$ cat config.mk
export PLATFORM = sky130hd
export DESIGN_NAME = bwt_rotation_loader
export DESIGN_NICKNAME = d
export VERILOG_FILES = /design/src/rtl/bwt_pkg.sv /design/src/rtl/bwt_rotate_net.sv /design/src/rtl/bwt_rotation_loader.sv
export SDC_FILE = /design/constraint.sdc
export NUM_CORES = 1
export LEC_CHECK = 0
export BUFFER_PORTS_ARGS = -buffer_cell sky130_fd_sc_hd__buf_4
export CORE_UTILIZATION = 46
export DETAILED_ROUTE_END_ITERATION = 10
export PLACE_DENSITY_LB_ADDON = 0.2
export SLEW_MARGIN = 20
export SYNTH_ARGS = -nofsm -noshare
export SYNTH_HDL_FRONTEND = slang
export SYNTH_SLANG_ARGS = --single-unit
$ cat constraint.sdc
create_clock -name clk -period 4.1 [get_ports clk]
set_clock_uncertainty 0.05 [all_clocks]
set_input_delay 0.205 -clock clk [delete_from_list [all_inputs] [get_ports clk]]
set_output_delay 0.205 -clock clk [all_outputs]
set_load 0.02 [all_outputs]
$ cat src/rtl/bwt_pkg.sv
// Shared types for the BWT datapath: byte/key types, loader FSM states and
// default geometry used when the loader is instantiated without overrides.
package bwt_pkg;

    localparam int unsigned DEF_COLUMN     = 3;
    localparam int unsigned DEF_STRING_LEN = 8;
    localparam int unsigned PTR_W          = $clog2(DEF_STRING_LEN);

    typedef logic [7:0] byte_t;
    typedef byte_t [DEF_COLUMN-1:0] key_t;

    typedef enum logic [1:0] {
        LOAD,
        BUILD,
        START,
        WAIT
    } loader_state_e;

endpackage

$ cat src/rtl/bwt_rotate_net.sv
// Combinational rotation network: row r is the COLUMN-byte prefix of the
// string rotated left by r, first character in the most significant byte.
module bwt_rotate_net
    import bwt_pkg::*;
#(
    parameter int unsigned COLUMN     = DEF_COLUMN,
    parameter int unsigned STRING_LEN = DEF_STRING_LEN
) (
    input  byte_t [STRING_LEN-1:0]             i_buf,
    output byte_t [STRING_LEN-1:0][COLUMN-1:0] o_keys
);

    localparam int unsigned L_PTR_W = $clog2(STRING_LEN);

    for (genvar r = 0; r < STRING_LEN; r++) begin : g_row
        for (genvar c = 0; c < COLUMN; c++) begin : g_col
            // Index wraps by truncation; STRING_LEN is a power of two.
            localparam logic [L_PTR_W-1:0] IDX = L_PTR_W'(r + c);
            assign o_keys[r][COLUMN-1-c] = i_buf[IDX];
        end
    end

endmodule

$ cat src/rtl/bwt_rotation_loader.sv
// Loads one string as a byte stream, registers all cyclic rotation keys,
// pulses start to the merge-sort stage and waits for its sorted edge.
module bwt_rotation_loader
    import bwt_pkg::*;
#(
    parameter int unsigned COLUMN     = DEF_COLUMN,
    parameter int unsigned STRING_LEN = DEF_STRING_LEN
) (
    input  logic                                   clk,
    input  logic                                   rst,
    input  logic                                   in_valid,
    output logic                                   in_ready,
    input  logic [7:0]                             in_byte,
    input  logic [1:0]                             cfg_sort,
    input  logic                                   sort_done,
    output logic [STRING_LEN-1:0][COLUMN-1:0][7:0] rot_data,
    output logic                                   start,
    output logic [1:0]                             sort_num,
    output logic                                   busy,
    output logic [7:0]                             str_count
);

    localparam int unsigned        L_PTR_W  = $clog2(STRING_LEN);
    localparam logic [L_PTR_W-1:0] LAST_PTR = L_PTR_W'(STRING_LEN - 1);

    loader_state_e r_state;
    loader_state_e w_next;

    logic [L_PTR_W-1:0]                     r_wr_ptr;
    byte_t [STRING_LEN-1:0]                 r_buf;
    byte_t [STRING_LEN-1:0][COLUMN-1:0]     w_keys;
    logic [STRING_LEN-1:0][COLUMN-1:0][7:0] r_rot;
    logic                                   r_start;
    logic                                   r_busy;
    logic [1:0]                             r_sort_num;
    logic [7:0]                             r_str_count;
    logic                                   r_done_prev;
    logic                                   w_in_ready;
    logic                                   w_accept;
    logic                                   w_done_rise;

    bwt_rotate_net #(
        .COLUMN     (COLUMN),
        .STRING_LEN (STRING_LEN)
    ) u_rotate (
        .i_buf  (r_buf),
        .o_keys (w_keys)
    );

    assign w_accept    = in_valid & w_in_ready;
    assign w_done_rise = sort_done & ~r_done_prev;

    always_ff @(posedge clk or posedge rst) begin
        if (rst) begin
            r_state <= LOAD;
        end else begin
            r_state <= w_next;
        end
    end

    always_comb begin
        w_next     = r_state;
        w_in_ready = 1'b0;
        case (r_state)
            LOAD: begin
                w_in_ready = 1'b1;
                if (in_valid && (r_wr_ptr == LAST_PTR)) begin
                    w_next = BUILD;
                end
            end
            BUILD:   w_next = START;
            START:   w_next = WAIT;
            WAIT: begin
                if (w_done_rise) begin
                    w_next = LOAD;
                end
            end
            default: w_next = LOAD;
        endcase
    end

    always_ff @(posedge clk or posedge rst) begin
        if (rst) begin
            r_wr_ptr    <= '0;
            r_buf       <= '0;
            r_rot       <= '0;
            r_start     <= 1'b0;
            r_busy      <= 1'b0;
            r_sort_num  <= '0;
            r_str_count <= '0;
            r_done_prev <= 1'b0;
        end else begin
            r_done_prev <= sort_done;
            // Registered pulse so start cannot glitch on a state decode.
            r_start     <= (r_state == BUILD);

            if (w_accept) begin
                r_buf[r_wr_ptr] <= in_byte;
                r_wr_ptr        <= r_wr_ptr + L_PTR_W'(1);
                if (r_wr_ptr == '0) begin
                    r_sort_num <= cfg_sort;
                    r_busy     <= 1'b1;
                end
            end

            if (r_state == BUILD) begin
                r_rot <= w_keys;
            end

            if ((r_state == WAIT) && w_done_rise) begin
                r_busy      <= 1'b0;
                r_str_count <= r_str_count + 8'd1;
            end
        end
    end

    assign in_ready  = w_in_ready;
    assign rot_data  = r_rot;
    assign start     = r_start;
    assign sort_num  = r_sort_num;
    assign busy      = r_busy;
    assign str_count = r_str_count;

endmodule

==> key figures, run 1 <==
Clocking
  • Total clock sinks: 146
  • Clock Path Buffers: 2
  • Worst skew pair latency: 0.41 ns
  • H-tree levels: 4
  • Post-cts sizing count: 0
  • Total CTS buffers: 17
  • TritonCTS clock tree: built
  • Clock transition at the registers of the reported paths: 0.06 ns
  • Root buffer cell: clkbuf_16
  • Post-CTS Setup Inserts: 0

Global route
  • Met3 GRT Util: 5.10%
  • Largest net degree at the start of global routing: 147
  • Final global-route overflow total: 0
  • Met1 GRT Util: 22.7%
  • Vias in the first global route: 3512
  • Global-route usage over all layers: 17.5%
  • M2 GR Usage: 27.5%
  • Grt peak-use layer: met2
  • Initial antenna violation count: 0
  • First-pass GRT wire length: 19100 um

STA
  • Final setup viols: 0
  • Hold Fails Final Rpt: 17
  • Post-route minimum period: 2.20 ns
  • Final Worst Setup Slack: 1.90 ns
  • RSZ-0062 raised after global routing: no
  • Fmax: 455 MHz
  • Fin Hold WS: -0.0501 ns
  • Setup TNS: 0 ns
  • Slew headroom: 36.6%
  • Slew Limit Fails: 0
  • Final period util: 53.6%
  • Worst-Margin Slew: 0.951 ns

Pwr
  • PwrDens: 856 nW/um2
  • Power, Total: 6.96 mW
  • Int Pwr: 4.39 mW
  • Sw frac: 36.9%
  • Combinational Power Share: 44.0%
  • Peak VDD IR: 0.527 mV
  • Leak pwr: 4.22 nW
  • Clock power share: 21.2%
  • Sw power: 2.57 mW
  • Sequential Power Share: 34.8%

Critical path
  • Crit path max fanout: 8
  • Crit path cell chain: inv_1 > ha_1 > nand3b_2 > or3_1 > mux2_4
  • Worst reg2reg setup slack: 1.90 ns
  • Crit path largest cell delay: 0.57 ns
  • Crit path DAT: 2.45 ns
  • Critical Path Source Type: register
  • RR Startpoint: r_state[0]$_DFFE_PP0P_
  • R2r endpoint: r_buf[2]$_DFFE_PP0P_
  • CP required: 4.35 ns
  • Crit path max-delay cell type: or3_1
  • Kind of critical path: register to register
  • Crit end category: register
  • Cell depth of the worst flop-to-flop path: 5
  • Delay-heaviest family, CP: simple AND/OR/NAND/NOR gates
  • Worst path bufs/invs: 1

Placement
  • DP HPWL: 8240 um
  • RePlAce Congestion: 0.705
  • Post-place instance area: 7530 um2
  • Port bufs: 218
  • Worst slack, placed: 1.91 ns

Final layout
  • Post-route design area: 8130 um2
  • Antenna fix cells: 0
  • Final nets: 602
  • Final Util: 58.1%
  • Share of cells above drive strength 1: 66.6%
  • Area Growth Syn to Fin: 22.4%

Logic synthesis
  • Post-synthesis sequential area ratio: 55.0%
  • Cells after synthesis: 475
  • Post-synth cell types: 27
  • Post-Syn Area per Cell: 14.0 um2
  • FF+latch count, synth: 146
  • Synth warn: 0
  • Synthesized area: 6650 um2
  • Top cells by area, synth: dfrtp_1, mux2_2, buf_4
  • Share of the synthesized area in the top cell type: 55.0%
  • Synth Net Count: 498
  • Cell taking the most area after synthesis: dfrtp_1

Run status
  • Failing checks: negative hold slack
  • Status: finished with violations

Die
  • Top Ports: 219
  • Core Box Area: 14000 um2
  • Initial Utilization: 47.5%
  • Die Ht: 122 um
  • DIE WIDTH: 122 um
  • Row count: 43
  • Die Footprint: 14900 um2

Drt
  • Post-route ant nets: 0
  • Via count: 3720
  • WL final: 12500 um
  • DRC Markers: 0
  • Drt pass-1 iters: 5
  • Wire per inst: 16.2 um
  • Vias/cell: 4.82
  • DRT iter0 DRCs: 163

Run
  • Number of max-cap violations: 0

Worst hold path
  • Worst hold path class: primary input to asynchronous set/reset pin
-- placed cells by master, fill, tap and decap left out, types with 2 or more instances in the layout --
| master | instances |
|---|---|
| buf_4 | 218 |
| clkbuf_16 | 17 |
| clkbuf_8 | 3 |
| clkinv_2 | 3 |
| clkinv_4 | 2 |
| clkinvlp_4 | 4 |
| dfrtp_1 | 146 |
| dlygate4sd3_1 | 3 |
| ha_1 | 8 |
| inv_1 | 7 |
| inv_6 | 2 |
| mux2_2 | 118 |
| mux2_4 | 16 |
| nand2_1 | 7 |
| nand2b_1 | 3 |
| nand4b_1 | 2 |
| nor2_1 | 3 |
| nor2_2 | 6 |
| nor3_1 | 2 |
| or3_1 | 2 |
| xnor2_1 | 3 |
| xor2_1 | 4 |
-- power groups by stage --
| stage | Combinational, mW | Clock, mW | Sequential, mW |
|---|---|---|---|
| final | 3.06 | 1.47 | 2.43 |
| after detailed placement | 3.09 | 0 | 2.46 |
| after global routing | 3.27 | 1.58 | 2.51 |
| after global placement | 3.05 | 0 | 2.42 |
| after floorplan | 2.16 | 0 | 2.63 |
| after CTS | 3.10 | 1.51 | 2.44 |
-- worst max path at each step --
stage / slack, ns / depth (start not counted) / from / endpoint
floorplan: 2.01 / 1 / rst / busy$_DFFE_PP0P_
global placement: 2.02 / 5 / r_state[0]$_DFFE_PP0P_ / r_buf[3]$_DFFE_PP0P_
detailed placement: 1.91 / 5 / r_state[0]$_DFFE_PP0P_ / r_buf[2]$_DFFE_PP0P_
CTS: 1.90 / 5 / r_state[0]$_DFFE_PP0P_ / r_buf[2]$_DFFE_PP0P_
global route: 1.77 / 5 / r_state[1]$_DFFE_PP0P_ / r_buf[2]$_DFFE_PP0P_
finish: 1.90 / 5 / r_state[0]$_DFFE_PP0P_ / r_buf[2]$_DFFE_PP0P_
-- worst register-to-register path: cells and delay by family (launching register included) --
family	cells	cell delay, ns
and+or+nand+nor	2	0.76
DFF	1	0.42
adders and majority gates	1	0.34
muxes	1	0.38
buffers and inverters	1	0.14
-- per-stage QoR --
step / std cells / hold WS [ns]
3_3_place_gp: 737 / 0.292
2_1_floorplan: 475 / 0.186
4_1_cts: 772 / 0.00360
5_1_grt: 772 / 0.0434
3_5_place_dp: 737 / 0.296
6_report: 772 / -0.0501
-- cells in the mapped netlist, drive strengths merged --
cell    instances
nor3            2
a21boi          1
buf           136
nand3           2
nand2           7
nand3b          2
a22oi           1
dfrtp         146
nand4           1
mux2          134
nand2b          3
inv             8
mux2i           1
nor2            9
nor4            1
or3             2
clkbuf          1
nand4b          2
ha              9
xnor2           3
xor2            4
-- layout make-up --
class                   count  area, um2
repair buffers            222       1690
clock inverters            11        103
multi-input cells         184       1960
inverters                   8       33.8
fillers                  1137       5860
flip-flops and latches    146       3650
well taps                 180        225
clock buffers              21        470
-- sequential cells by signal, summed over array words and instances, names as in the netlist --
register and cells:
r_buf 64, str_count 8, r_done_prev 1, busy 1
r_state 2, r_wr_ptr 3, start 1, sort_num 2
rot_data 64
-- cell families (layout without fill, tap and decap cells) --
| kind of cell | after synthesis | in the layout | share of synthesized area, % |
|---|---|---|---|
| AO/OA/AOI/OAI | 2 | 2 | 0.226 |
| XOR/XNOR | 7 | 7 | 0.923 |
| adder cells (fa/ha/maj) | 9 | 9 | 1.69 |
| buffers and inverters | 145 | 262 | 15.7 |
| flip-flops | 146 | 146 | 55.0 |
| multiplexers | 135 | 135 | 23.8 |
| AND/OR/NAND/NOR | 31 | 31 | 2.71 |
-- layer usage --
metal / part of all wire [%] / wire length, um / vias up
met5: 0 / 0 / -
li1: - / - / 1686
met2: 49 / 6120 / 125
met3: 5.8 / 721 / 13
met1: 44 / 5530 / 1896
met4: 1.2 / 151 / 0
-- repair_timing --
| action | in CTS | in global routing |
|---|---|---|
| hold buffers | 3 | 0 |
| endpoints found under the hold margin | 3 | 0 |
| endpoints found under the setup margin | 0 | 0 |
No activity file was read; power rests on OpenSTA's default activity.
==> inputs of run 2 (changes only) <==
--- a/config.mk
+++ b/config.mk
@@ -6,7 +6,7 @@
 export NUM_CORES = 1
 export LEC_CHECK = 0
 export BUFFER_PORTS_ARGS = -buffer_cell sky130_fd_sc_hd__buf_4
-export CORE_UTILIZATION = 46
+export CORE_UTILIZATION = 51
 export DETAILED_ROUTE_END_ITERATION = 10
 export PLACE_DENSITY_LB_ADDON = 0.2
 export SLEW_MARGIN = 20
==> constraint.sdc (replaced) <==
create_clock -name clk -period 2.1 [get_ports clk]
set_clock_uncertainty 0.05 [all_clocks]
set_input_delay 0.105 -clock clk [delete_from_list [all_inputs] [get_ports clk]]
set_output_delay 0.105 -clock clk [all_outputs]
set_load 0.02 [all_outputs]
==> run 2 against run 1 <==
  * The flow now finishes without violations
  * Clock power increased by 130%
  * Via count grew 1.9%
  * Critical path depth stayed put
  * Cell count is 1.2% higher
  * Routed wire length fell by 0.90%
  * Core utilization increased by 8.0 points
  * Power grew 100%
  * Global-route usage grew 2.1 points
  * Combinational power up 98%
  * Register-to-register slack got worse by 1.7 ns
  * Largest cell class unchanged
  * Highest routed layer unchanged
==> key figures, run 2 (same netlist as run 1, synthesis figures left out) <==
Clocking
  • Post-CTS Setup Inserts: 0
  • Clock transition at the registers of the reported paths: 0.06 ns
  • Total clock sinks: 146
  • Root buffer cell: clkbuf_16
  • TritonCTS clock tree: built
  • Worst skew pair latency: 0.42 ns
  • Clock Path Buffers: 2
  • Total CTS buffers: 17
  • H-tree levels: 4

Global route
  • M2 GR Usage: 31.2%
  • Global-route usage over all layers: 19.5%
  • Met1 GRT Util: 25.7%
  • Final global-route overflow total: 0
  • Met3 GRT Util: 4.51%
  • Vias in the first global route: 3564
  • Grt peak-use layer: met2
  • Initial antenna violation count: 0
  • Largest net degree at the start of global routing: 84
  • First-pass GRT wire length: 19200 um

Worst hold path
  • Worst hold stages: 2
  • Hold Startpoint: in_byte[3]
  • Worst hold path class: primary input to register
  • Hold path endpoint: r_buf[3]$_DFFE_PP0P_

Critical path
  • RR Startpoint: r_state[0]$_DFFE_PP0P_
  • Crit path max-delay cell type: nor2_2
  • Critical Path Source Type: register
  • Worst reg2reg setup slack: 0.18 ns
  • WP depth: 5
  • Crit path cell chain: inv_1 > ha_1 > nand3b_2 > nor2_2 > mux2_2
  • Crit path DAT: 2.17 ns
  • Cell depth of the worst flop-to-flop path: 5
  • Kind of critical path: register to register
  • Crit path max fanout: 8
  • Crit end category: register
  • R2r endpoint: r_buf[37]$_DFFE_PP0P_
  • CP required: 2.35 ns
  • Crit path largest cell delay: 0.42 ns
  • Worst path bufs/invs: 1
  • Delay-heaviest family, CP: simple AND/OR/NAND/NOR gates

STA
  • Fmax: 521 MHz
  • Setup TNS: 0 ns
  • Final setup viols: 0
  • Hold Fails Final Rpt: 0
  • Post-route minimum period: 1.92 ns
  • Worst-Margin Slew: 0.453 ns
  • Final period util: 91.4%
  • Slew Limit Fails: 0
  • Slew headroom: 69.8%
  • RSZ-0062 raised after global routing: no
  • Fin Hold WS: 0.0177 ns

Pwr
  • Leak pwr: 4.37 nW
  • Combinational Power Share: 42.9%
  • Sequential Power Share: 33.6%
  • Sw frac: 35.3%
  • Clock power share: 23.5%
  • Sw power: 4.98 mW
  • PwrDens: 1680 nW/um2
  • Int Pwr: 9.12 mW
  • Peak VDD IR: 0.819 mV
  • Power, Total: 14.1 mW

Die
  • Core Box Area: 12700 um2
  • Top Ports: 219
  • Die Footprint: 13500 um2
  • Die Ht: 116 um
  • Initial Utilization: 52.4%
  • Row count: 41
  • DIE WIDTH: 116 um

Placement
  • DP HPWL: 8380 um
  • Port bufs: 218
  • RePlAce Congestion: 0.753

Final layout
  • Final nets: 619
  • Most frequent cells in the layout: buf_4, dfrtp_1, mux2_2
  • Most common cell after layout, fill and taps aside: buf_4
  • Antenna fix cells: 0
  • Area Growth Syn to Fin: 26.2%
  • Final Util: 66.2%
  • Share of cells above drive strength 1: 66.7%

Drt
  • Drt pass-1 iters: 4
  • DRC Markers: 0
  • Vias/cell: 4.85
  • Via count: 3790
  • Post-route ant nets: 0
  • WL final: 12400 um
  • Wire per inst: 15.9 um
  • DRT iter0 DRCs: 175

Run status
  • Status: finished clean

Run
  • Number of max-cap violations: 0
-- run 2: cell types whose count changed in the layout (fill, tap and decap cells not counted), moves of 2 or more --
cell	previous run	this run
bufinv_16	1	5
buf_12	1	3
inv_6	2	0
or3_4	0	2
or3_1	2	0
clkinv_4	2	0
clkinv_2	3	6
dlygate4sd3_1	3	11
buf_4	218	225
clkinvlp_4	4	1
-- run 2: cell type report --
cell class | instances | area (um2)
clock buffer | 21 | 480
fill | 905 | 4290
clock inverter | 11 | 180
sequential | 146 | 3650
multi-input combinational | 184 | 1960
timing repair buffer | 239 | 1860
inverter | 8 | 33.8
tap | 172 | 215
-- run 2: timing repair --
item	4_1_cts	5_1_grt
hold buffers	11	0
endpoints found under the hold margin	189	0
resized for setup	0	2
setup endpoints to repair	0	16
-- run 2: metrics by stage --
| stage | cells | setup slack [ns] | cell area, um2 |
|---|---|---|---|
| 3_5_place_dp | 738 | 0.0312 | 7600 |
| 3_3_place_gp | 738 | 0.129 | 7600 |
| 5_1_grt | 781 | 0.0732 | 8380 |
| 6_report | 781 | 0.180 | 8380 |
| 4_1_cts | 781 | 0.0109 | 8370 |
| 2_1_floorplan | 475 | 0.105 | 6650 |
-- run 2: power groups by stage --
stage                     clock [mW]  combinational [mW]  sequential, mW
final                           3.31                6.05            4.73
after global routing            3.52                6.46            4.91
after CTS                       3.38                6.12            4.75
after detailed placement           0                6.09            4.78
after global placement             0                6.00            4.71
after floorplan                    0                4.21            5.14
-- run 2: layer usage --
metal  share of wire [%]  wire length (um)  up-vias
li1                    -                 -     1717
met2                  48              5980      148
met5                   0                 0        -
met1                  45              5570     1905
met3                 5.0               616       20
met4                 2.0               247        0
-- run 2: worst max-delay path by stage --
stage,from,slack [ns],endpoint
3_3_place_gp,r_state[0]$_DFFE_PP0P_,0.13,r_buf[11]$_DFFE_PP0P_
5_1_grt,r_state[0]$_DFFE_PP0P_,0.07,r_buf[39]$_DFFE_PP0P_
3_5_place_dp,r_state[0]$_DFFE_PP0P_,0.03,r_buf[14]$_DFFE_PP0P_
6_report,r_state[0]$_DFFE_PP0P_,0.18,r_buf[37]$_DFFE_PP0P_
4_1_cts,r_state[0]$_DFFE_PP0P_,0.01,r_buf[11]$_DFFE_PP0P_
2_1_floorplan,r_state[0]$_DFFE_PP0P_,0.10,r_buf[0]$_DFFE_PP0P_
